==> config.mk <==
export PLATFORM = sky130hd
export DESIGN_NAME = mul_issue_ctrl
export DESIGN_NICKNAME = d
export VERILOG_FILES = /design/src/rtl/mul_issue_ctrl_pkg.sv /design/src/rtl/mul_issue_ctrl.sv
export SDC_FILE = /design/constraint.sdc
export NUM_CORES = 1
export LEC_CHECK = 0
export ABC_AREA = 0
export CORE_MARGIN = 8
export CORE_UTILIZATION = 44
export DETAILED_ROUTE_END_ITERATION = 8
export GPL_TIMING_DRIVEN = 0
export PLACE_DENSITY_LB_ADDON = 0.12
export SLEW_MARGIN = 20
export SYNTH_ARGS = -nofsm -noshare
export SYNTH_HDL_FRONTEND = slang
export SYNTH_SLANG_ARGS = --single-unit
==> constraint.sdc <==
create_clock -name clk -period 2.05 [get_ports clk]
set_clock_uncertainty 0.1 [all_clocks]
set_input_delay 0.41 -clock clk [delete_from_list [all_inputs] [get_ports clk]]
set_output_delay 0.41 -clock clk [all_outputs]
set_load 0.1 [all_outputs]
==> src/rtl/mul_issue_ctrl_pkg.sv <==
// Shared definitions for the multiply issue sequencer: ALU multiply opcodes,
// state encoding and opcode helpers.
package mul_issue_ctrl_pkg;

    localparam logic [2:0] ALU_NONE  = 3'b000;
    localparam logic [2:0] ALU_MUL   = 3'b100;
    localparam logic [2:0] ALU_SMULL = 3'b110;
    localparam logic [2:0] ALU_UMULL = 3'b111;

    typedef enum logic [1:0] {
        ST_IDLE  = 2'b00,
        ST_EXEC  = 2'b01,
        ST_WR_LO = 2'b10,
        ST_WR_HI = 2'b11
    } state_e;

    // Long multiplies produce a second (high) word for the register file.
    function automatic logic is_long_mul(input logic [2:0] op);
        return op[1];
    endfunction

    function automatic logic is_legal_op(input logic [2:0] op);
        logic legal;
        case (op)
            ALU_MUL, ALU_SMULL, ALU_UMULL: legal = 1'b1;
            default:                       legal = 1'b0;
        endcase
        return legal;
    endfunction

endpackage

==> src/rtl/mul_issue_ctrl.sv <==
// Multiply issue sequencer: holds ALU operands for EXEC_CYCLES, captures the
// product and flags, then writes low/high words through one arbitrated port.
module mul_issue_ctrl
    import mul_issue_ctrl_pkg::*;
#(
    parameter int EXEC_CYCLES = 1,
    parameter int RA_W        = 4
) (
    input  logic            clk,
    input  logic            reset,
    input  logic            req_valid,
    output logic            req_ready,
    input  logic [2:0]      req_op,
    input  logic [31:0]     req_a,
    input  logic [31:0]     req_b,
    input  logic [RA_W-1:0] req_rdlo,
    input  logic [RA_W-1:0] req_rdhi,
    input  logic            req_setflags,
    output logic [2:0]      ALUControl,
    output logic [31:0]     SrcA,
    output logic [31:0]     SrcB,
    input  logic [31:0]     Result,
    input  logic [31:0]     ResultExtra,
    input  logic [3:0]      ALUFlags,
    output logic            rf_we,
    output logic [RA_W-1:0] rf_wa,
    output logic [31:0]     rf_wd,
    input  logic            rf_grant,
    output logic            flags_we,
    output logic [3:0]      flags_out,
    output logic            done,
    output logic            err,
    output logic            busy
);

    localparam int CNT_W = (EXEC_CYCLES > 1) ? $clog2(EXEC_CYCLES) : 1;
    localparam logic [CNT_W-1:0] CNT_INIT = CNT_W'(EXEC_CYCLES - 1);
    localparam logic [CNT_W-1:0] CNT_ONE  = CNT_W'(1);

    state_e            state_q, state_d;
    logic [CNT_W-1:0]  cnt_q, cnt_d;
    logic [2:0]        op_q, op_d;
    logic [31:0]       a_q, a_d, b_q, b_d;
    logic [RA_W-1:0]   rdlo_q, rdlo_d, rdhi_q, rdhi_d;
    logic              setflags_q, setflags_d;
    logic [31:0]       lo_q, lo_d, hi_q, hi_d;
    logic [3:0]        flg_q, flg_d;
    logic              err_q, err_d;

    // State register and captured request/result fields.
    always_ff @(posedge clk or negedge reset) begin
        if (!reset) begin
            state_q    <= ST_IDLE;
            cnt_q      <= {CNT_W{1'b0}};
            op_q       <= 3'b000;
            a_q        <= 32'h0;
            b_q        <= 32'h0;
            rdlo_q     <= {RA_W{1'b0}};
            rdhi_q     <= {RA_W{1'b0}};
            setflags_q <= 1'b0;
            lo_q       <= 32'h0;
            hi_q       <= 32'h0;
            flg_q      <= 4'h0;
            err_q      <= 1'b0;
        end else begin
            state_q    <= state_d;
            cnt_q      <= cnt_d;
            op_q       <= op_d;
            a_q        <= a_d;
            b_q        <= b_d;
            rdlo_q     <= rdlo_d;
            rdhi_q     <= rdhi_d;
            setflags_q <= setflags_d;
            lo_q       <= lo_d;
            hi_q       <= hi_d;
            flg_q      <= flg_d;
            err_q      <= err_d;
        end
    end

    // Next-state and output decode; ALU inputs are zero outside EXEC.
    always_comb begin
        state_d    = state_q;
        cnt_d      = cnt_q;
        op_d       = op_q;
        a_d        = a_q;
        b_d        = b_q;
        rdlo_d     = rdlo_q;
        rdhi_d     = rdhi_q;
        setflags_d = setflags_q;
        lo_d       = lo_q;
        hi_d       = hi_q;
        flg_d      = flg_q;
        err_d      = 1'b0;
        req_ready  = 1'b0;
        ALUControl = ALU_NONE;
        SrcA       = 32'h0;
        SrcB       = 32'h0;
        rf_we      = 1'b0;
        rf_wa      = {RA_W{1'b0}};
        rf_wd      = 32'h0;
        done       = 1'b0;

        case (state_q)
            ST_IDLE: begin
                req_ready = 1'b1;
                if (req_valid) begin
                    op_d       = req_op;
                    a_d        = req_a;
                    b_d        = req_b;
                    rdlo_d     = req_rdlo;
                    rdhi_d     = req_rdhi;
                    setflags_d = req_setflags;
                    if (is_legal_op(req_op)) begin
                        state_d = ST_EXEC;
                        cnt_d   = CNT_INIT;
                    end else begin
                        err_d = 1'b1;
                    end
                end else begin
                    state_d = ST_IDLE;
                end
            end
            ST_EXEC: begin
                ALUControl = op_q;
                SrcA       = a_q;
                SrcB       = b_q;
                if (cnt_q == {CNT_W{1'b0}}) begin
                    lo_d    = Result;
                    hi_d    = ResultExtra;
                    flg_d   = ALUFlags;
                    state_d = ST_WR_LO;
                end else begin
                    cnt_d = cnt_q - CNT_ONE;
                end
            end
            ST_WR_LO: begin
                rf_we = 1'b1;
                rf_wa = rdlo_q;
                rf_wd = lo_q;
                if (rf_grant) begin
                    if (is_long_mul(op_q)) begin
                        state_d = ST_WR_HI;
                    end else begin
                        state_d = ST_IDLE;
                        done    = 1'b1;
                    end
                end else begin
                    state_d = ST_WR_LO;
                end
            end
            ST_WR_HI: begin
                rf_we = 1'b1;
                rf_wa = rdhi_q;
                rf_wd = hi_q;
                if (rf_grant) begin
                    state_d = ST_IDLE;
                    done    = 1'b1;
                end else begin
                    state_d = ST_WR_HI;
                end
            end
            default: begin
                state_d = ST_IDLE;
            end
        endcase
    end

    assign flags_we  = done & setflags_q;
    assign flags_out = flg_q;
    assign err       = err_q;
    assign busy      = (state_q != ST_IDLE);

endmodule
==> results of run 1 <==
[critical path: cells and delay by family (launching register included)]
kind | cells | cell delay [ps]
flops | 1 | 440
simple gates | 2 | 290
buf+inv | 4 | 590
[cell usage in the layout, fill, tap and decap left out, drive strengths merged, types with 2 or more instances in the layout]
cell	Yosys	final
and2	69	69
clkdlybuf4s15	0	5
dfrtp	147	147
mux2	144	144
buf	21	154
clkbuf	12	33
mux2i	36	36
nor2b	37	37
bufinv	0	5
nand2b	2	2
clkinvlp	0	2
clkinv	0	5
clkdlybuf4s50	0	146
nand2	3	3
[power groups by stage]
| stage | clock [mW] | sequential, mW | combinational, mW |
|---|---|---|---|
| after floorplan | 0 | 5.27 | 9.37 |
| after global placement | 0 | 5.10 | 12.0 |
| after detailed placement | 0 | 5.19 | 12.1 |
| after CTS | 3.52 | 5.37 | 14.2 |
| after global routing | 3.66 | 5.69 | 16.0 |
| final | 3.47 | 5.51 | 15.5 |
[layer usage]
layer	global-route usage [%]	wire [um]
met1	23.9	8460
met2	36.6	11400
met3	8.83	1660
met4	9.20	638
met5	0	0
[how the worst max path moves through the flow]
stage	end	slack [ps]	depth (start not counted)
finish	SrcA[13]	-220	6
global route	SrcA[13]	-270	6
CTS	SrcA[8]	-280	6
detailed placement	SrcB[28]	-1350	6
global placement	state_q[1]	-5970	1
floorplan	flags_we	-190	3
[state kept, by name, indices dropped and copies added (netlist names)]
register,flops
a_q,32
b_q,32
hi_q,32
lo_q,32
flags_out,4
rdhi_q,4
rdlo_q,4
op_q,3
state_q,2
err,1
setflags_q,1
[logic make-up (layout without fill, tap and decap cells)]
kind of cell	Yosys count	after routing	share of synthesized area (%)
simple gates	114	114	10.5
flops	147	147	54.3
mux	180	180	31.4
buf+inv	34	353	3.40
compound gates	4	4	0.388
[area by class of cell]
type	instances	area (um^2)
Timing Repair Buffer	287	3980
Sequential cell	147	3680
Multi-Input combinational cell	298	3550
Fill cell	743	2580
Buffer	33	458
Clock buffer	20	457
Tap cell	188	235
Clock inverter	12	203
Inverter	1	7.51
[what timing repair did]
item	CTS	global route
hold endpoints to repair	69	0
resized for setup	1025	118
endpoints found under the setup margin	113	108
gates cloned	2	8
pin swaps	10	19
hold buffers	1	0
setup buffers	5	10
[metrics by stage]
stage,instances,worst slack (ps)
floorplan,479,-194
detailed placement,928,-1350
global route,986,-272
finish,986,-221
CTS,968,-279
global placement,927,-5970
==> metrics.md, run 1 <==
| Metric | Value |
|---|---|
| Internal power | 13.6 mW |
| CTS max path bufs | 2 |
| CP cell instances | nor2b_4 > buf_6 > buf_12 > clkbuf_16 > and2_4 > buf_12 |
| Largest net degree at the start of global routing | slightly below 80 |
| Layout Nets | 933 |
| Fmax | 440 MHz |
| Gr ovfl total | 0 |
| Total GRT Usage | between 20 and 25% |
| Kind of critical path | flop to primary output |
| Yosys top cell area share | a little over half |
| Avg WL per Cell | between 20 and 25 um |
| Clk slew on worst S/H paths | 60 ps |
| Crit path capture type | primary output |
| Setup TNS | -17110 ps |
| Share of cells above drive strength 1 | 61.2% |
| Final setup fails | between 100 and 150 |
| First-pass GRT wire length | about 33000 um |
| CP dominant cell by count | buf_12 |
| Startpoint types | flop |
| Status | finished with violations |
| Peak VDD IR | approximately 0.0016 V |
| RR Startpoint | state_q[1] |
| Routed WL | 22200 um |
| Largest stage delay, worst path | about 440 ps |
| CTS tree | done |
| CP Data Required Time | ~1500 ps |
| Min Tclk post-route | approximately 2300 ps |
| MaxCap Viol Count | 0 |
| DR vias | 4961 |
| Synth cell types | 22 |
| Pwr dens | about 2000 nW/um^2 |
| Fin. max-slew vios | 0 |
| Worst EP arrival | approximately 1800 ps |
| H-tree Lvls | 4 |
| Synth Instances | 479 |
| Cell area after synthesis | roughly 6800 um^2 |
| Setup WS post-layout | -221 ps |
| Sw Pwr | between 10 and 15 mW |
| Initial antenna violation count | 0 |
| Post-synth top cells | 147 x dfrtp_1, 105 x mux2_2, 68 x and2_1 |
| Synth-to-layout area growth | 85.5% |
| Initial DRC Count | 150 |
| Hold Path End | hi_q[2] |
| Die Span Y | 140 um |
| Core footprint | roughly 15000 um^2 |
| Average size of a mapped cell | ~14 um^2 |
| Top_reg_cell synth | dfrtp_1 |
| WHS | about 400 ps |
| Slew headroom | between 60% and 70% |
| Hold Path Class | flop to flop |
| Drt first pass iters | 4 |
| Leak | 5.31 nW |
| Vias in the first global route | approximately 5700 |
| Post-synthesis net count | roughly 630 |
| Starting Density | about 45% |
| Detailed-route vias per instance | between 5 and 6 |
| Number of synthesized register bits | about 150 |
| Fin crit share | 111% |
| Reg2Reg Capture Point | b_q[1] |
| IO Count | between 200 and 300 |
| Final core utilization | roughly 83% |
| Antenna cells | 0 |
| Worst-Margin Slew | between 500 and 600 ps |
| EDFF count, synth | 0 |
| Comb pwr share | 63.2% |
| Residual DRC | 0 |
| Die area | ~20000 um^2 |
| Asr flop ratio synth | between 90% and 100% |
| Worst Hold Depth | 1 |
| Yosys top cell by area | dfrtp_1 |
| Slowest CP cell | dfrtp_2 |
| Die width | 140 um |
| Part of the power in the clock network | 14.2% |
| Flop2flop setup slack | between 100 and 150 ps |
| Later-pin clock latency in the skew report | about 420 ps |
| HP Start | hi_q[2] |
| Final instance area | approximately 13000 um^2 |
| Flop pwr share | between 20 and 25% |
| Gpl congestion | ~0.76 |
| Critical Path Start | state_q[0] |
| Top cells by area, synth | dfrtp_1 54%, mux2_2 17%, mux2_4 8.6%, and2_1 6.3%, mux2i_1 5.3% |
| Placed inst area | between 10000 and 15000 um^2 |
| Final ANT Viol Nets | 0 |
| Worst Reg-to-Reg Cells | 7 |
| TritonCTS Buffers | 17 |
| Count leader, synth | dfrtp_1 |
| Num rows | 45 |
| Root buf cell | clkbuf_16 |
| CTS sink cnt | ~150 |
| Failing checks | setup timing |
| Syn. warnings | 0 |
| PortBufs | 260 |
| Sw frac | about 44% |
| Sequential fraction of the synthesis area | a little over half |
| Final hold violation count | 0 |
| RSZ-0062 raised after global routing | yes |
| Design Power | ~24 mW |
| Worst-path fanout max | 8 |
| Post-DP HPWL | ~15000 um |
Power figures use the tool's default switching activity.
==> inputs of run 2 (changes only) <==
Settings changed: CAP_MARGIN from default to 15.
==> results of run 2 <==
The final DEF is identical to that of run 1; final timing and power are the same.
